[src/rtl/rom_dl_pkg.sv]
// Shared types and constants for the ROM-download sequencer.
// Optional checksum output is enabled by defining ROM_DL_CHECKSUM_EN.
package rom_dl_pkg;

    typedef enum logic [1:0] {
        IDLE  = 2'd0,
        ISSUE = 2'd1,
        WAIT  = 2'd2
    } state_t;

    typedef enum logic {
        RG_CPU = 1'b0,
        RG_SPR = 1'b1
    } region_t;

    typedef struct packed {
        logic [24:0] addr;
        logic [7:0]  data;
    } dl_entry_t;

    // First ioctl byte address routed to the sprite port.
    localparam logic [24:0] SP_BASE_DEFAULT = 25'hA000;

    // Everything below the sprite base belongs to the CPU ROM port.
    function automatic region_t region_of(input logic [24:0] addr, input logic [24:0] base);
        return (addr < base) ? RG_CPU : RG_SPR;
    endfunction

endpackage

[src/rtl/rom_dl_fifo.sv]
// Small synchronous FIFO of download entries. A push while full is accepted
// only when a pop happens in the same cycle (the freed slot is reused).
module rom_dl_fifo
    import rom_dl_pkg::*;
#(
    parameter int unsigned DEPTH = 8
) (
    input  logic      clk_i,
    input  logic      rst_ni,
    input  logic      push_i,
    input  dl_entry_t wr_data_i,
    input  logic      pop_i,
    output dl_entry_t rd_data_o,
    output logic      full_o,
    output logic      empty_o
);

    localparam int unsigned AW = $clog2(DEPTH);
    localparam logic [AW:0] DEPTH_C = (AW + 1)'(DEPTH);

    dl_entry_t      mem_q [DEPTH];
    logic [AW-1:0]  wr_ptr_q, rd_ptr_q;
    logic [AW:0]    count_q, count_d;
    logic           do_wr, do_rd;

    assign full_o    = (count_q == DEPTH_C);
    assign empty_o   = (count_q == '0);
    assign do_rd     = pop_i && !empty_o;
    assign do_wr     = push_i && (!full_o || do_rd);
    assign rd_data_o = mem_q[rd_ptr_q];

    // Occupancy update for every push/pop combination.
    always_comb begin
        count_d = count_q;
        case ({do_wr, do_rd})
            2'b10:   count_d = count_q + 1'b1;
            2'b01:   count_d = count_q - 1'b1;
            default: count_d = count_q;
        endcase
    end

    // Storage array, no reset so it maps onto plain RAM.
    always_ff @(posedge clk_i) begin
        if (do_wr) begin
            mem_q[wr_ptr_q] <= wr_data_i;
        end
    end

    // Pointer and occupancy registers; pointers wrap naturally (power-of-2 depth).
    always_ff @(posedge clk_i or negedge rst_ni) begin
        if (!rst_ni) begin
            wr_ptr_q <= '0;
            rd_ptr_q <= '0;
            count_q  <= '0;
        end else begin
            if (do_wr) wr_ptr_q <= wr_ptr_q + 1'b1;
            if (do_rd) rd_ptr_q <= rd_ptr_q + 1'b1;
            count_q <= count_d;
        end
    end

endmodule

[src/rtl/rom_dl_sequencer.sv]
// Routes ioctl ROM-download bytes to the two SDRAM write ports with toggle
// req/ack handshakes, buffering bursts in rom_dl_fifo, and gates the CPU ROM
// ports (rom_hold) until the download has fully drained.
// Define ROM_DL_CHECKSUM_EN to add the dl_sum output (sum of issued bytes).
module rom_dl_sequencer
    import rom_dl_pkg::*;
#(
    parameter int unsigned FIFO_DEPTH = 8,
    parameter logic [24:0] SP_BASE    = SP_BASE_DEFAULT
) (
    input  logic        clk_sys,
    input  logic        reset_n,
    input  logic        ioctl_downl,
    input  logic        ioctl_wr,
    input  logic [24:0] ioctl_addr,
    input  logic [7:0]  ioctl_dout,
    output logic        port1_req,
    input  logic        port1_ack,
    output logic [22:0] port1_a,
    output logic [1:0]  port1_ds,
    output logic [15:0] port1_d,
    output logic        port2_req,
    input  logic        port2_ack,
    output logic [22:0] port2_a,
    output logic [1:0]  port2_ds,
    output logic [15:0] port2_d,
    output logic        rom_hold,
    output logic        rom_loaded,
    output logic        dl_overflow
`ifdef ROM_DL_CHECKSUM_EN
    ,
    output logic [15:0] dl_sum
`endif
);

    // Input edge detection and capture stage
    logic      wr_q, downl_q, cap_valid_q;
    dl_entry_t cap_q;
    logic      wr_rise, dl_rise, dl_fall;

    // FSM and port registers
    state_t    state_q;
    dl_entry_t cur_q;
    region_t   rg_q, cur_rg;
    logic        p1_req_q, p2_req_q;
    logic [22:0] p1_a_q, p2_a_q;
    logic [1:0]  p1_ds_q, p2_ds_q;
    logic [15:0] p1_d_q, p2_d_q;

    // Completion / status
    logic hold_q, loaded_q, ovf_q, drain_q;

    // FIFO interface
    dl_entry_t fifo_head;
    logic      fifo_full, fifo_empty, pop;

    logic        ports_idle, issued_done, drained;
    logic [24:0] s;
    logic        unused_bits;

    assign wr_rise = ioctl_wr && !wr_q && ioctl_downl;
    assign dl_rise = ioctl_downl && !downl_q;
    assign dl_fall = !ioctl_downl && downl_q;

    assign ports_idle  = (p1_req_q == port1_ack) && (p2_req_q == port2_ack);
    assign pop         = (state_q == IDLE) && !fifo_empty && ports_idle;
    assign issued_done = (rg_q == RG_CPU) ? (p1_req_q == port1_ack) : (p2_req_q == port2_ack);
    // A byte still sitting in the capture stage counts as not drained.
    assign drained     = fifo_empty && !cap_valid_q && (state_q == IDLE) && ports_idle;

    // Sprite bytes are offset from the region base; only reached for addr >= SP_BASE.
    assign cur_rg      = region_of(cur_q.addr, SP_BASE);
    assign s           = cur_q.addr - SP_BASE;
    assign unused_bits = ^{s[24], cur_q.addr[24]};

    assign port1_req   = p1_req_q;
    assign port1_a     = p1_a_q;
    assign port1_ds    = p1_ds_q;
    assign port1_d     = p1_d_q;
    assign port2_req   = p2_req_q;
    assign port2_a     = p2_a_q;
    assign port2_ds    = p2_ds_q;
    assign port2_d     = p2_d_q;
    assign rom_hold    = hold_q;
    assign rom_loaded  = loaded_q;
    assign dl_overflow = ovf_q;

    // Edge detectors and one-entry capture of each strobed byte.
    always_ff @(posedge clk_sys or negedge reset_n) begin
        if (!reset_n) begin
            wr_q        <= 1'b0;
            downl_q     <= 1'b0;
            cap_valid_q <= 1'b0;
            cap_q       <= '0;
        end else begin
            wr_q        <= ioctl_wr;
            downl_q     <= ioctl_downl;
            cap_valid_q <= wr_rise;
            if (wr_rise) begin
                cap_q <= '{addr: ioctl_addr, data: ioctl_dout};
            end
        end
    end

    rom_dl_fifo #(
        .DEPTH (FIFO_DEPTH)
    ) u_fifo (
        .clk_i     (clk_sys),
        .rst_ni    (reset_n),
        .push_i    (cap_valid_q),
        .wr_data_i (cap_q),
        .pop_i     (pop),
        .rd_data_o (fifo_head),
        .full_o    (fifo_full),
        .empty_o   (fifo_empty)
    );

    // Issue FSM: one outstanding request across both ports; port outputs only change in ISSUE.
    always_ff @(posedge clk_sys or negedge reset_n) begin
        if (!reset_n) begin
            state_q  <= IDLE;
            cur_q    <= '0;
            rg_q     <= RG_CPU;
            p1_req_q <= 1'b0;
            p1_a_q   <= '0;
            p1_ds_q  <= '0;
            p1_d_q   <= '0;
            p2_req_q <= 1'b0;
            p2_a_q   <= '0;
            p2_ds_q  <= '0;
            p2_d_q   <= '0;
        end else begin
            case (state_q)
                IDLE: begin
                    if (pop) begin
                        cur_q   <= fifo_head;
                        state_q <= ISSUE;
                    end
                end
                ISSUE: begin
                    rg_q <= cur_rg;
                    if (cur_rg == RG_CPU) begin
                        p1_a_q   <= cur_q.addr[23:1];
                        p1_ds_q  <= {cur_q.addr[0], ~cur_q.addr[0]};
                        p1_d_q   <= {cur_q.data, cur_q.data};
                        p1_req_q <= ~p1_req_q;
                    end else begin
                        // Bit shuffle lets the sprite ROMs merge into 32-bit words.
                        p2_a_q   <= {s[23:15], s[12:0], s[14]};
                        p2_ds_q  <= {s[13], ~s[13]};
                        p2_d_q   <= {cur_q.data, cur_q.data};
                        p2_req_q <= ~p2_req_q;
                    end
                    state_q <= WAIT;
                end
                WAIT: begin
                    if (issued_done) begin
                        state_q <= IDLE;
                    end
                end
                default: state_q <= IDLE;
            endcase
        end
    end

    // Download start/finish bookkeeping: hold, loaded and overflow flags.
    always_ff @(posedge clk_sys or negedge reset_n) begin
        if (!reset_n) begin
            hold_q   <= 1'b1;
            loaded_q <= 1'b0;
            ovf_q    <= 1'b0;
            drain_q  <= 1'b0;
        end else if (dl_rise) begin
            hold_q   <= 1'b1;
            loaded_q <= 1'b0;
            ovf_q    <= 1'b0;
            drain_q  <= 1'b0;
        end else begin
            if (cap_valid_q && fifo_full && !pop) begin
                ovf_q <= 1'b1;
            end
            if (dl_fall) begin
                drain_q <= 1'b1;
            end else if (drain_q && drained) begin
                loaded_q <= 1'b1;
                hold_q   <= 1'b0;
                drain_q  <= 1'b0;
            end
        end
    end

`ifdef ROM_DL_CHECKSUM_EN
    logic [15:0] sum_q, sum_d;

    assign sum_d  = sum_q + {8'd0, cur_q.data};
    assign dl_sum = sum_q;

    // Running sum of bytes that actually reach a port; dropped bytes never get here.
    always_ff @(posedge clk_sys or negedge reset_n) begin
        if (!reset_n) begin
            sum_q <= '0;
        end else if (dl_rise) begin
            sum_q <= '0;
        end else if (state_q == ISSUE) begin
            sum_q <= sum_d;
        end
    end
`endif

endmodule

[config.mk]
export PLATFORM = sky130hd
export DESIGN_NAME = rom_dl_sequencer
export DESIGN_NICKNAME = d
export VERILOG_FILES = /design/src/rtl/rom_dl_pkg.sv /design/src/rtl/rom_dl_fifo.sv /design/src/rtl/rom_dl_sequencer.sv
export SDC_FILE = /design/constraint.sdc
export NUM_CORES = 1
export LEC_CHECK = 0
export ABC_AREA = 1
export CORE_UTILIZATION = 53
export DETAILED_ROUTE_END_ITERATION = 10
export GPL_TIMING_DRIVEN = 0
export PLACE_DENSITY_LB_ADDON = 0.12
export SLEW_MARGIN = 20
export SYNTH_ARGS = -nofsm -noshare
export SYNTH_HDL_FRONTEND = slang
export SYNTH_HIERARCHICAL = 1
export SYNTH_SLANG_ARGS = --single-unit
[constraint.sdc]
create_clock -name clk_sys -period 4.6 [get_ports clk_sys]
set_input_delay 0.46 -clock clk_sys [delete_from_list [all_inputs] [get_ports clk_sys]]
set_output_delay 0.46 -clock clk_sys [all_outputs]
set_load 0.02 [all_outputs]
# Word level (Yosys, flattened, before mapping)
# Memories as Yosys holds them, arrays and structs flattened. A register that Yosys moved wholly into a read port is not among the register bits.
# Cells that the tools add are included.
# totals
regBits,137
latch_bits,0
ram_bits,264
rom_bits,0
out_inout_bits,87
wordCells,97
memories,1
# op_classes
addsub,5
n_mul,0
n_div,0
n_lt_le_gt_ge,1
eq_ne,10
n_shift,0
mux,18
bitwise_logic,5
reduce_logical,35
# memory_table
memory,words,word_bits,read_ports,rd_clocked_by_memory_dff,write_ports,line,text
u_fifo.mem_q,8,33,1,1,1,rom_dl_fifo.sv:21,dl_entry_t mem_q [DEPTH];
# op_table
op,count
"< comparator 25 x 16 -> 1 bit, second input constant",1
"subtractor 24 x 16 -> 24 bit, second input constant",1
logical AND 1 bit,15
two-way mux 1 bit,14
AND reduction 2 bit,5
zero test 1 bit,8
case mux 4 bit (2 select lines),1
"adder 3 x 1 -> 3 bit, second input constant",2
"inequality test 2 bit, second input constant",3
case mux 2 bit (3 select lines),1
nonzero test 2 bit,3
inverter 1 bit,5
"adder 4 x 1 -> 4 bit, second input constant",1
"equality test 2 x 1 -> 1 bit, second input constant",2
"equality test 2 bit, second input constant",2
"equality test 4 bit, second input constant",1
zero test 4 bit,1
two-way mux 2 bit,2
"subtractor 4 x 1 -> 4 bit, second input constant",1
nonzero test 3 bit,1
equality test 1 bit,2
zero test 2 bit,1
logical OR 1 bit,1

# Depth between registers and ports, before layout
# Gate-level depths: netlist of the first run.
# logic_depth
ltp_word,9
depth_mapped,17
depth_no_buf,16

# Hierarchy
# Netlist of the first run, hierarchy kept.
# by_module_without_submodules
mod,instances,cells_each,area_each_um2
rom_dl_fifo,1,817,10986.8
rom_dl_sequencer,1,624,5889.4

# Worst setup path before layout of the first run
# No wires, ideal clock.
# synth_path
path_kind,reg2reg
from,reg u_fifo.count_q[0]
to,mem u_fifo/mem_q[7][0] in the netlist's numbering (enable)
setup_time_ns,0.465
t_arrival_ns,3.826
required_ns,4.135
path_slack_ns,0.310
path_stages_with_launch,12
period_less_slack_ns,4.290
path_cell_list,dfrtp_1 nor2_2 nand2_2 inv_1 nor3_1 nand3_2 inv_2 buf_2 nand2_4 nand2_1 nand2_2 nor3_1
# synth_between
elab_chain_cells,9
elab_cells_between_ends,11
# synth_rtl
item,line,text
from (decl),rom_dl_fifo.sv:23,"logic [AW:0] count_q, count_d;"
from (signal assigned),rom_dl_fifo.sv:58,count_q <= count_d;
zero test 4 bit,rom_dl_fifo.sv:27,assign empty_o = (count_q == '0);
via fifo_empty,rom_dl_sequencer.sv:55,"logic fifo_full, fifo_empty, pop;"
zero test 1 bit,rom_dl_sequencer.sv:66,assign pop = (state_q == IDLE) && !fifo_empty && ports_idle;
logical AND 1 bit (2 in a row),rom_dl_sequencer.sv:66,
via pop,rom_dl_sequencer.sv:55,
logical AND 1 bit,rom_dl_fifo.sv:28,assign do_rd = pop_i && !empty_o;
logical OR 1 bit,rom_dl_fifo.sv:29,assign do_wr = push_i && (!full_o || do_rd);
logical AND 1 bit,rom_dl_fifo.sv:29,
two-way mux 1 bit,rom_dl_fifo.sv:44,if (do_wr) begin
two-way mux 1 bit (not written as such),rom_dl_fifo.sv:45,mem_q[wr_ptr_q] <= wr_data_i;
to (decl),rom_dl_fifo.sv:21,
# The timed path passes the listed nets, and every way through them passes these cells.

# Worst setup path after layout of the first run
# layout_path
from,reg u_fifo.count_q[0]
to,mem u_fifo/mem_q[7][9] in the netlist's numbering (enable)
# The elaborated chain is that of the path after synthesis.

==> flow_summary.ini, run 1 <==
[cells_and_area]
mostFrequentLayoutCell = nand2_1
num_antenna_cells = 0
final_nets = 1679
design_area_sq_um = 20220
drive_gt1_share_pct = 11.94
syn_to_final_growth_pct = 19.80
utilization_pct = 65.24
layout_common_cells = 375 x nand2_1, 264 x edfxtp_1, 153 x dfrtp_1

[detailed_routing]
drt-total-wl_mm = 37.05
drtAntennaViolNets = 0
drt_iter0_markers = 1026
top_layer_used = met4
wl_met1_mm = 16.33
via_count = 10870
drc = 0
drt-wirelength-per-cell_microns = 17.97
met3WireLength_mm = 2.564
vias_per_cell = 5.273
firstDrtPassIters = 6
route.met2.wl_mm = 17.63

[power_and_ir_drop]
p_leak_nw = 8.320
vdd_drop_max_v = 0.0003286
powerDensity_nw_per_um2 = 625.9

[critical_path]
cp-startpoint = u_fifo/count_q[0]$_DFFE_PN0P_
path_cells = nor2_2 > nand2_2 > inv_1 > nor3_1 > nand3_2 > inv_2 > buf_2 > nand2_4 > nand2_1 > nand2_2 > nor3_2 > buf_6 > buf_6 > buf_4
reg2reg_depth = 14
crit_path_end_kind = register
cpLargestDelayFamily = simple AND/OR/NAND/NOR gates
path_max_fanout = 12
slowest_delay_ps = 620
cp_data_required_time_ps = 4840
worst-path-stages = 14
r2r-start = u_fifo/count_q[0]$_DFFE_PN0P_
cpMaxStageDelayCell = nor3_2
worst_ep_arrival_time_ps = 3700
critPathKind = register to register
worst-path-buf-inv = 6
worstSetupStartpointType = register

[global_routing]
grt_overflow = 0
grt_pass1_wl_mm = 59.06
grt_usage_pct = 23.35
grt_start_max_net_pins = 89
antenna_found_initial = 0
grt_pass1_vias = 10540

[timing]
period_needed_ps = 3458
holdWs_ps = 411.0
finalWorstSetupSlack_ps = 1142
post-route-period-util_pct = 75.17
rsz0062_at_grt = no
setup_viol = 0
finalSetupTns_ps = 0
worst_pin_slew_ps = 777.0
clock_skew_ps = 14.67
hold_viol = 0
max_freq_ghz = 0.2892
slew_headroom_pct = 47.92
drv_slew = 0

[synthesis]
synth_fa_ha_area_share_pct = 0.6376
synth_top_area_share_pct = 46.98
synth_xor_area_share_pct = 0.7192
syn_area_sq_um = 16880
yosysSeqAreaShare_pct = 69.82
synth_nets = 1488
synthCells = 1441
synthMuxAreaShare_pct = 2.024
yosys_register_bits = 418
synth_top_cells_by_area = edfxtp_1 47%, dfrtp_1 23%, nand2_1 8.3%
ys_types = 38
synth_top_family_by_area = simple AND/OR/NAND/NOR gates
synth-compound-area-share_pct = 7.955
syn_area_per_cell_sq_um = 11.71
yosys_warnings = 6
synth-simple-area-share_pct = 13.43
synth_top_area_cell = edfxtp_1

[hold_path]
min_path_cells = 1
worstHoldStart = ioctl_wr
hold_class = primary input to register

[floorplanning]
rows = 64
die_y_microns = 180.4
coreArea_sq_um = 30990
die_w_microns = 180.4
start_util_pct = 54.46
pin_count = 126
dieArea_sq_um = 32560

[place]
placed_area_sq_um = 18940
hpwl_mm = 25.44
gp_congestion = 0.7628
dp_slack_ps = 831.8
portBuffers = 125

[run]
cap_violations = 0

[clock_tree]
cts_max_level = 2
cts.sinks = 418
cts_tree = done
clk_pin_slew_ps = 60
cts_buffers = 42
clock_path_buffers = 3
cts_setup_buffers = 0
cts_root_buf = clkbuf_16
clk_latency_ps = 540

[outcome]
status = finished, final reports clean
## per-layer routing
layer  global-route usage, %  vias to the layer above
met1                   32.39                     5189
met5                       0                        -
met4                   5.094                        0
met3                   4.305                       44
li1                        -                     5261
met2                   38.64                      379
## cell type report
cell class                 count  area, sq um
sequential                   418        11780
fill                        2391        10770
multi-input combinational    867         4233
timing repair buffer         147         1524
clock buffer                  59         1156
buffer                        86        650.6
tap                          396        495.5
inverter                      70        262.8
clock inverter                19        112.6
## timing repair
action,4_1_cts,5_1_grt
endpoints found under the setup margin,0,0
endpoints found under the hold margin,66,0
hold buffers,1,0
gates resized for setup,0,0
## power by group
part           internal, mW  switching, mW  total (mW)  leakage, nW
Sequential             4.63          0.384        5.01         4.37
Combinational          1.71           2.80        4.52         3.33
Clock                  1.76           1.36        3.13        0.622
## kinds of logic (layout without fill, tap and decap cells)
family | count (synthesis) | after routing
AO/OA/AOI/OAI | 245 | 245
XOR/XNOR | 13 | 13
adder cells (fa/ha/maj) | 8 | 8
buffers and inverters | 156 | 381
multiplexers | 34 | 34
flip-flops | 418 | 418
AND/OR/NAND/NOR | 567 | 567
## path summary, 6_finish.rpt
kind | to | slack (ps)
hold / removal | wr_q$_DFF_PN0_ | 410
max in group asynchronous | rom_hold$_DFFE_PN1P_ | 3250
hold reg to reg | port1_ds[0]$_DFFE_PN0P_ | 460
setup / recovery | u_fifo/mem_q[7][9]$_DFFE_PP_ | 1140
setup reg to reg | u_fifo/mem_q[7][9]$_DFFE_PP_ | 1140
min in group asynchronous | port2_d[14]$_DFFE_PN0P_ | 480
## cell usage after synthesis
cell type,instances
nand2_1,375
edfxtp_1,264
dfrtp_1,153
o21ai_0,148
nor2_1,145
inv_1,66
o21ai_1,40
mux2i_1,33
o22ai_1,33
buf_4,25
buf_2,24
nand3_1,20
o21ai_2,20
clkbuf_1,16
xor2_1,11
buf_6,10
buf_12,7
ha_1,7
nand2_2,7
nor3_1,6
a21oi_1,4
nand4_1,4
clkbuf_2,3
inv_2,3
nor2_2,3
nand2_4,2
buf_8,1
clkinv_1,1
dfstp_2,1
fa_1,1
mux2_2,1
nand3_2,1
nand3_4,1
nor2_4,1
nor2_8,1
nor3_4,1
xnor2_1,1
xor2_2,1
## per-stage QoR
step	power, mW	cells
final	12.65	2062
after global routing	13.37	2062
after CTS	12.70	2062
after detailed placement	9.571	1983
after global placement	9.432	1962
after floorplan	7.879	1441
## sequential cells by signal, summed over array words and instances (netlist names), 3 cells and up
name             flops
u_fifo/rd_ptr_q      3
u_fifo/wr_ptr_q      3
cur_q               33
u_fifo/mem_q       264
port1_d              8
cap_q               33
u_fifo/count_q       4
port1_a             23
port2_d              8
port2_a             23
No activity file was read; power rests on OpenSTA's default activity.
==> run 2: changes to the inputs <==
- CORE_UTILIZATION: 53 -> 58
- clock period: 4.6 -> 3.35 ns (I/O delays scaled with it)
==> run 2 against run 1 <==
Compared with the run above: worst setup slack worse by 900 ps; power grew 39%; non-clock buffer count grew 9; design area up 0.73%; largest cell class unchanged; die area fell by 8.5%; first-iteration DRC count decreased by 7.3%; worst hold slack worse by 130 ps; final cell count down 0.39%.
==> flow_summary.ini, run 2 (synthesis results as in run 1) <==
[detailed_routing]
drt_iter0_markers = 951
via_count = 11040
drc = 0
drtAntennaViolNets = 0
drt-total-wl_mm = 37.25
firstDrtPassIters = 5
vias_per_cell = 5.376
drt-wirelength-per-cell_microns = 18.14

[cells_and_area]
largest_register_ffs = 264
design_area_sq_um = 20360
top_register = u_fifo/mem_q
mostFrequentLayoutCell = nand2_1
drive_gt1_share_pct = 12.69
syn_to_final_growth_pct = 20.67
largest_registers = u_fifo/mem_q (264), cap_q (33), cur_q (33)
utilization_pct = 70.95
final_nets = 1687
layout_common_cells = 375 x nand2_1, 264 x edfxtp_1, 153 x dfrtp_1
num_antenna_cells = 0

[floorplanning]
dieArea_sq_um = 29780
start_util_pct = 58.80
coreArea_sq_um = 28700
die_y_microns = 172.6
pin_count = 126
die_w_microns = 172.6
rows = 62

[critical_path]
crit_path_end_kind = register
critPathKind = register to register
worstSetupStartpointType = register
cpMaxStageDelayCell = dfrtp_1
slowest_delay_ps = 420
path_cells = nor2_2 > nand2_2 > inv_1 > nor3_1 > nand3_2 > inv_2 > clkbuf_4 > nand2_4 > nand2_1 > nand2_2 > nor3_4 > buf_4 > buf_4
path_max_fanout = 12
worst_ep_arrival_time_ps = 3330
cp_data_required_time_ps = 3570

[timing]
post-route-period-util_pct = 92.75
worst_pin_slew_ps = 1109
setup_viol = 0
hold_viol = 0
drv_slew = 0
period_needed_ps = 3107
max_freq_ghz = 0.3218
finalWorstSetupSlack_ps = 242.8
rsz0062_at_grt = no
slew_headroom_pct = 25.76
finalSetupTns_ps = 0
clock_skew_ps = 18.39

[power_and_ir_drop]
p_leak_nw = 8.423
finalPower_mw = 17.58
vdd_drop_max_v = 0.0004764
powerDensity_nw_per_um2 = 863.1

[clock_tree]
clk_pin_slew_ps = 60
clock_path_buffers = 3
cts_buffers = 41
clk_latency_ps = 530
cts.sinks = 418
cts_root_buf = clkbuf_16
cts_tree = done
cts_max_level = 2

[global_routing]
grt_start_max_net_pins = 86
grt_pass1_vias = 10950
grt_overflow = 0
grt_pass1_wl_mm = 59.13
grt_usage_pct = 25.62
antenna_found_initial = 1

[outcome]
status = finished, final reports clean

[run]
cap_violations = 0

[place]
placed_area_sq_um = 18920
portBuffers = 125
gp_congestion = 0.8195
hpwl_mm = 24.95
dp_slack_ps = -209.9

[hold_path]
hold_class = primary input to register
## run 2: critical path: cells and delay by family, from the launching register on
| family | cells | cell delay [ps] |
|---|---|---|
| flops | 1 | 420 |
| buf+inv | 5 | 970 |
| simple gates | 8 | 1400 |
## run 2: metrics by stage
step / hold WS (ps) / instances
after floorplan: 39.41 / 1441
after global placement: 442.9 / 1950
after detailed placement: 317.2 / 1971
after CTS: 273.2 / 2048
after global routing: 277.5 / 2054
final: 283.4 / 2054
## run 2: layer usage
metal	up-vias	routed length, microns	track usage [%]	share of wire, %
met4	2	870	8.705	2.3
met5	-	49	0	0.13
li1	5271	-	-	-
met3	73	2478	3.958	6.7
met2	412	18170	42.99	49
met1	5284	15680	34.42	42
## run 2: what timing repair did
item / 4_1_cts / 5_1_grt
endpoints found under the setup margin: 42 / 73
hold buffers: 1 / 0
resized for setup: 0 / 5
buffers inserted: 3 / 6
hold endpoints to repair: 68 / 0
pin swaps: 3 / 1
## run 2: power by group
part	total (mW)	internal (mW)	switching (mW)
logic	6.28	2.37	3.91
registers	6.89	6.35	0.540
clock network	4.41	2.61	1.80
total	17.6	11.3	6.24
## run 2: final timing paths
kind,start,end,slack (ps),cells after the start
min in group asynchronous,reset_n,port1_d[12]$_DFFE_PN0P_,360,2
hold / removal,ioctl_wr,wr_q$_DFF_PN0_,280,1
hold reg to reg,cur_q[8]$_DFFE_PN0P_,port1_ds[0]$_DFFE_PN0P_,450,1
setup reg to reg,u_fifo/count_q[0]$_DFFE_PN0P_,u_fifo/mem_q[7][16]$_DFFE_PP_,240,13
max in group asynchronous,reset_n,cap_q[20]$_DFFE_PN0P_,2150,3
setup / recovery,u_fifo/count_q[0]$_DFFE_PN0P_,u_fifo/mem_q[7][16]$_DFFE_PP_,240,13
## run 2: cell type report
type                       instances  area, sq um
buffer                            86        653.1
clock inverter                    13        116.4
timing repair buffer             156         1625
sequential                       418        11780
inverter                          70        262.8
clock buffer                      60         1189
fill                            2035         8338
tap                              384        480.5
multi-input combinational        867         4255
==> run 3: changes to the inputs <==
- CORE_MARGIN: not set -> 5
==> run 3 against run 2 <==
Compared with the run above: global-route usage shrank 2.8 points; sequential share of layout area about the same; routed wire length grew 0.94%; core utilization is essentially flat; combinational power fell by 0.6%; sequential power hardly changed; critical path type unchanged; critical endpoint is now u_fifo/mem_q[5][6]$_DFFE_PP_.
==> flow_summary.ini, run 3 (synthesis results as in run 1) <==
[timing]
post-route-period-util_pct = 94.39
finalSetupTns_ps = 0
setup_viol = 0
hold_viol = 0
slew_headroom_pct = 25.88
max_freq_ghz = 0.3162
holdWs_ps = 282.2
drv_slew = 0
worst_pin_slew_ps = 1108
period_needed_ps = 3162
clock_skew_ps = 12.57
rsz0062_at_grt = no

[detailed_routing]
drt-total-wl_mm = 37.60
vias_per_cell = 5.349
via_count = 10990
drt-wirelength-per-cell_microns = 18.31
drtAntennaViolNets = 0
firstDrtPassIters = 5
drc = 0
met3WireLength_mm = 2.604
route.met2.wl_mm = 18.03
drt_iter0_markers = 886
wl_met1_mm = 16.03
top_layer_used = met4

[critical_path]
cp_data_required_time_ps = 3590
cpMaxStageDelayCell = dfrtp_1
path_cells = nor2_2 > nand2_2 > inv_1 > nor3_1 > nand3_2 > inv_2 > buf_2 > nand2_4 > nand2_1 > nand2_2 > nor3_4 > buf_6 > buf_4 > buf_6
slowest_delay_ps = 420
path_max_fanout = 12
crit_path_end_kind = register
critPathKind = register to register
worstSetupStartpointType = register
worst_ep_arrival_time_ps = 3400

[power_and_ir_drop]
vdd_drop_max_v = 0.0005543
p_leak_nw = 8.416
powerDensity_nw_per_um2 = 863.5

[cells_and_area]
fillers = 2002
largest_registers = u_fifo/mem_q (264), cap_q (33), cur_q (33)
syn_to_final_growth_pct = 20.71
largest_register_ffs = 264
layout_common_cells = 375 x nand2_1, 264 x edfxtp_1, 153 x dfrtp_1
final_nets = 1684
top_register = u_fifo/mem_q
mostFrequentLayoutCell = nand2_1
drive_gt1_share_pct = 12.75
num_antenna_cells = 0

[place]
gp_congestion = 0.8089
hpwl_mm = 25.54
portBuffers = 125

[clock_tree]
cts_tree = done
cts_buffers = 41
clock_path_buffers = 3
cts_max_level = 2
clk_pin_slew_ps = 60
clk_latency_ps = 530
cts.sinks = 418
cts_root_buf = clkbuf_16

[global_routing]
grt_start_max_net_pins = 81
grt_usage_pct = 22.86
antenna_found_initial = 0
grt_pass1_vias = 10790
grt_overflow = 0
grt_pass1_wl_mm = 58.97

[floorplanning]
die_y_microns = 180.6
start_util_pct = 58.80
coreArea_sq_um = 28700
dieArea_sq_um = 32610
pin_count = 126
rows = 62
die_w_microns = 180.6

[run]
cap_violations = 0

[hold_path]
hold_class = primary input to register

[outcome]
status = finished, final reports clean
run 3: cell count changes in the layout (fill, tap and decap cells not counted), moves of 2 or more:
| cell | delta |
|---|---|
| nor3_4 | -2 |
| clkbuf_1 | -2 |
| nor3_2 | +2 |
| buf_4 | -6 |
| clkbuf_8 | -3 |
| buf_6 | +2 |
| clkinv_2 | +5 |
run 3: per-stage QoR:
step | area (sq um) | std cells | power (mW) | setup slack, ps | utilization [%]
floorplan | 16890 | 1441 | 10.82 | -940.2 | -
global placement | 18620 | 1950 | 12.93 | -4470 | 64.86
detailed placement | 18930 | 1971 | 13.14 | -221.7 | 65.96
CTS | 20350 | 2052 | 17.63 | 103.0 | 70.90
global route | 20370 | 2054 | 18.56 | 11.07 | 70.97
finish | 20370 | 2054 | 17.59 | 187.8 | 70.97
run 3: final cells by class:
cell class	instances	area [sq um]	share of cell area (%)
Sequential cell	418	11780	57.84
Timing Repair Buffer	153	1630	8.003
Tap cell	384	480.5	2.359
Multi-Input combinational cell	867	4243	20.83
Buffer	86	650.6	3.194
Clock inverter	20	156.4	0.7678
Inverter	70	262.8	1.290
Clock buffer	56	1165	5.718
run 3: repair_timing:
item,4_1_cts,5_1_grt
hold buffers,1,0
setup buffers,4,2
endpoints found under the setup margin,80,16
hold endpoints to repair,73,0
resized for setup,1,1
pin swaps,4,1
run 3: critical path, delay by kind of cell (launching register included):
kind / cells / cell delay [ps]
simple gates: 8 / 1340
buf+inv: 6 / 1090
flops: 1 / 420
run 3: report_power, final:
group	switching (mW)	internal, mW
Sequential	0.540	6.35
Combinational	3.87	2.36
Clock	1.86	2.60
run 3: worst paths after layout:
check                      slack (ps)  cells after the start                           end                           from
max                               190                     14  u_fifo/mem_q[5][6]$_DFFE_PP_  u_fifo/count_q[0]$_DFFE_PN0P_
min                               280                      1                wr_q$_DFF_PN0_                       ioctl_wr
max reg2reg                       190                     14  u_fifo/mem_q[5][6]$_DFFE_PP_  u_fifo/count_q[0]$_DFFE_PN0P_
min reg2reg                       460                      1       port1_ds[0]$_DFFE_PN0P_           cur_q[8]$_DFFE_PN0P_
max in group asynchronous        2160                      3         cap_q[27]$_DFFE_PN0P_                        reset_n
min in group asynchronous         380                      2       port2_d[14]$_DFFE_PN0P_                        reset_n
run 3: metal layers:
layer | vias to the layer above | track usage, %
met5 | - | 0
met4 | 0 | 6.685
met3 | 76 | 3.755
met2 | 414 | 37.81
met1 | 5232 | 31.81
li1 | 5265 | -
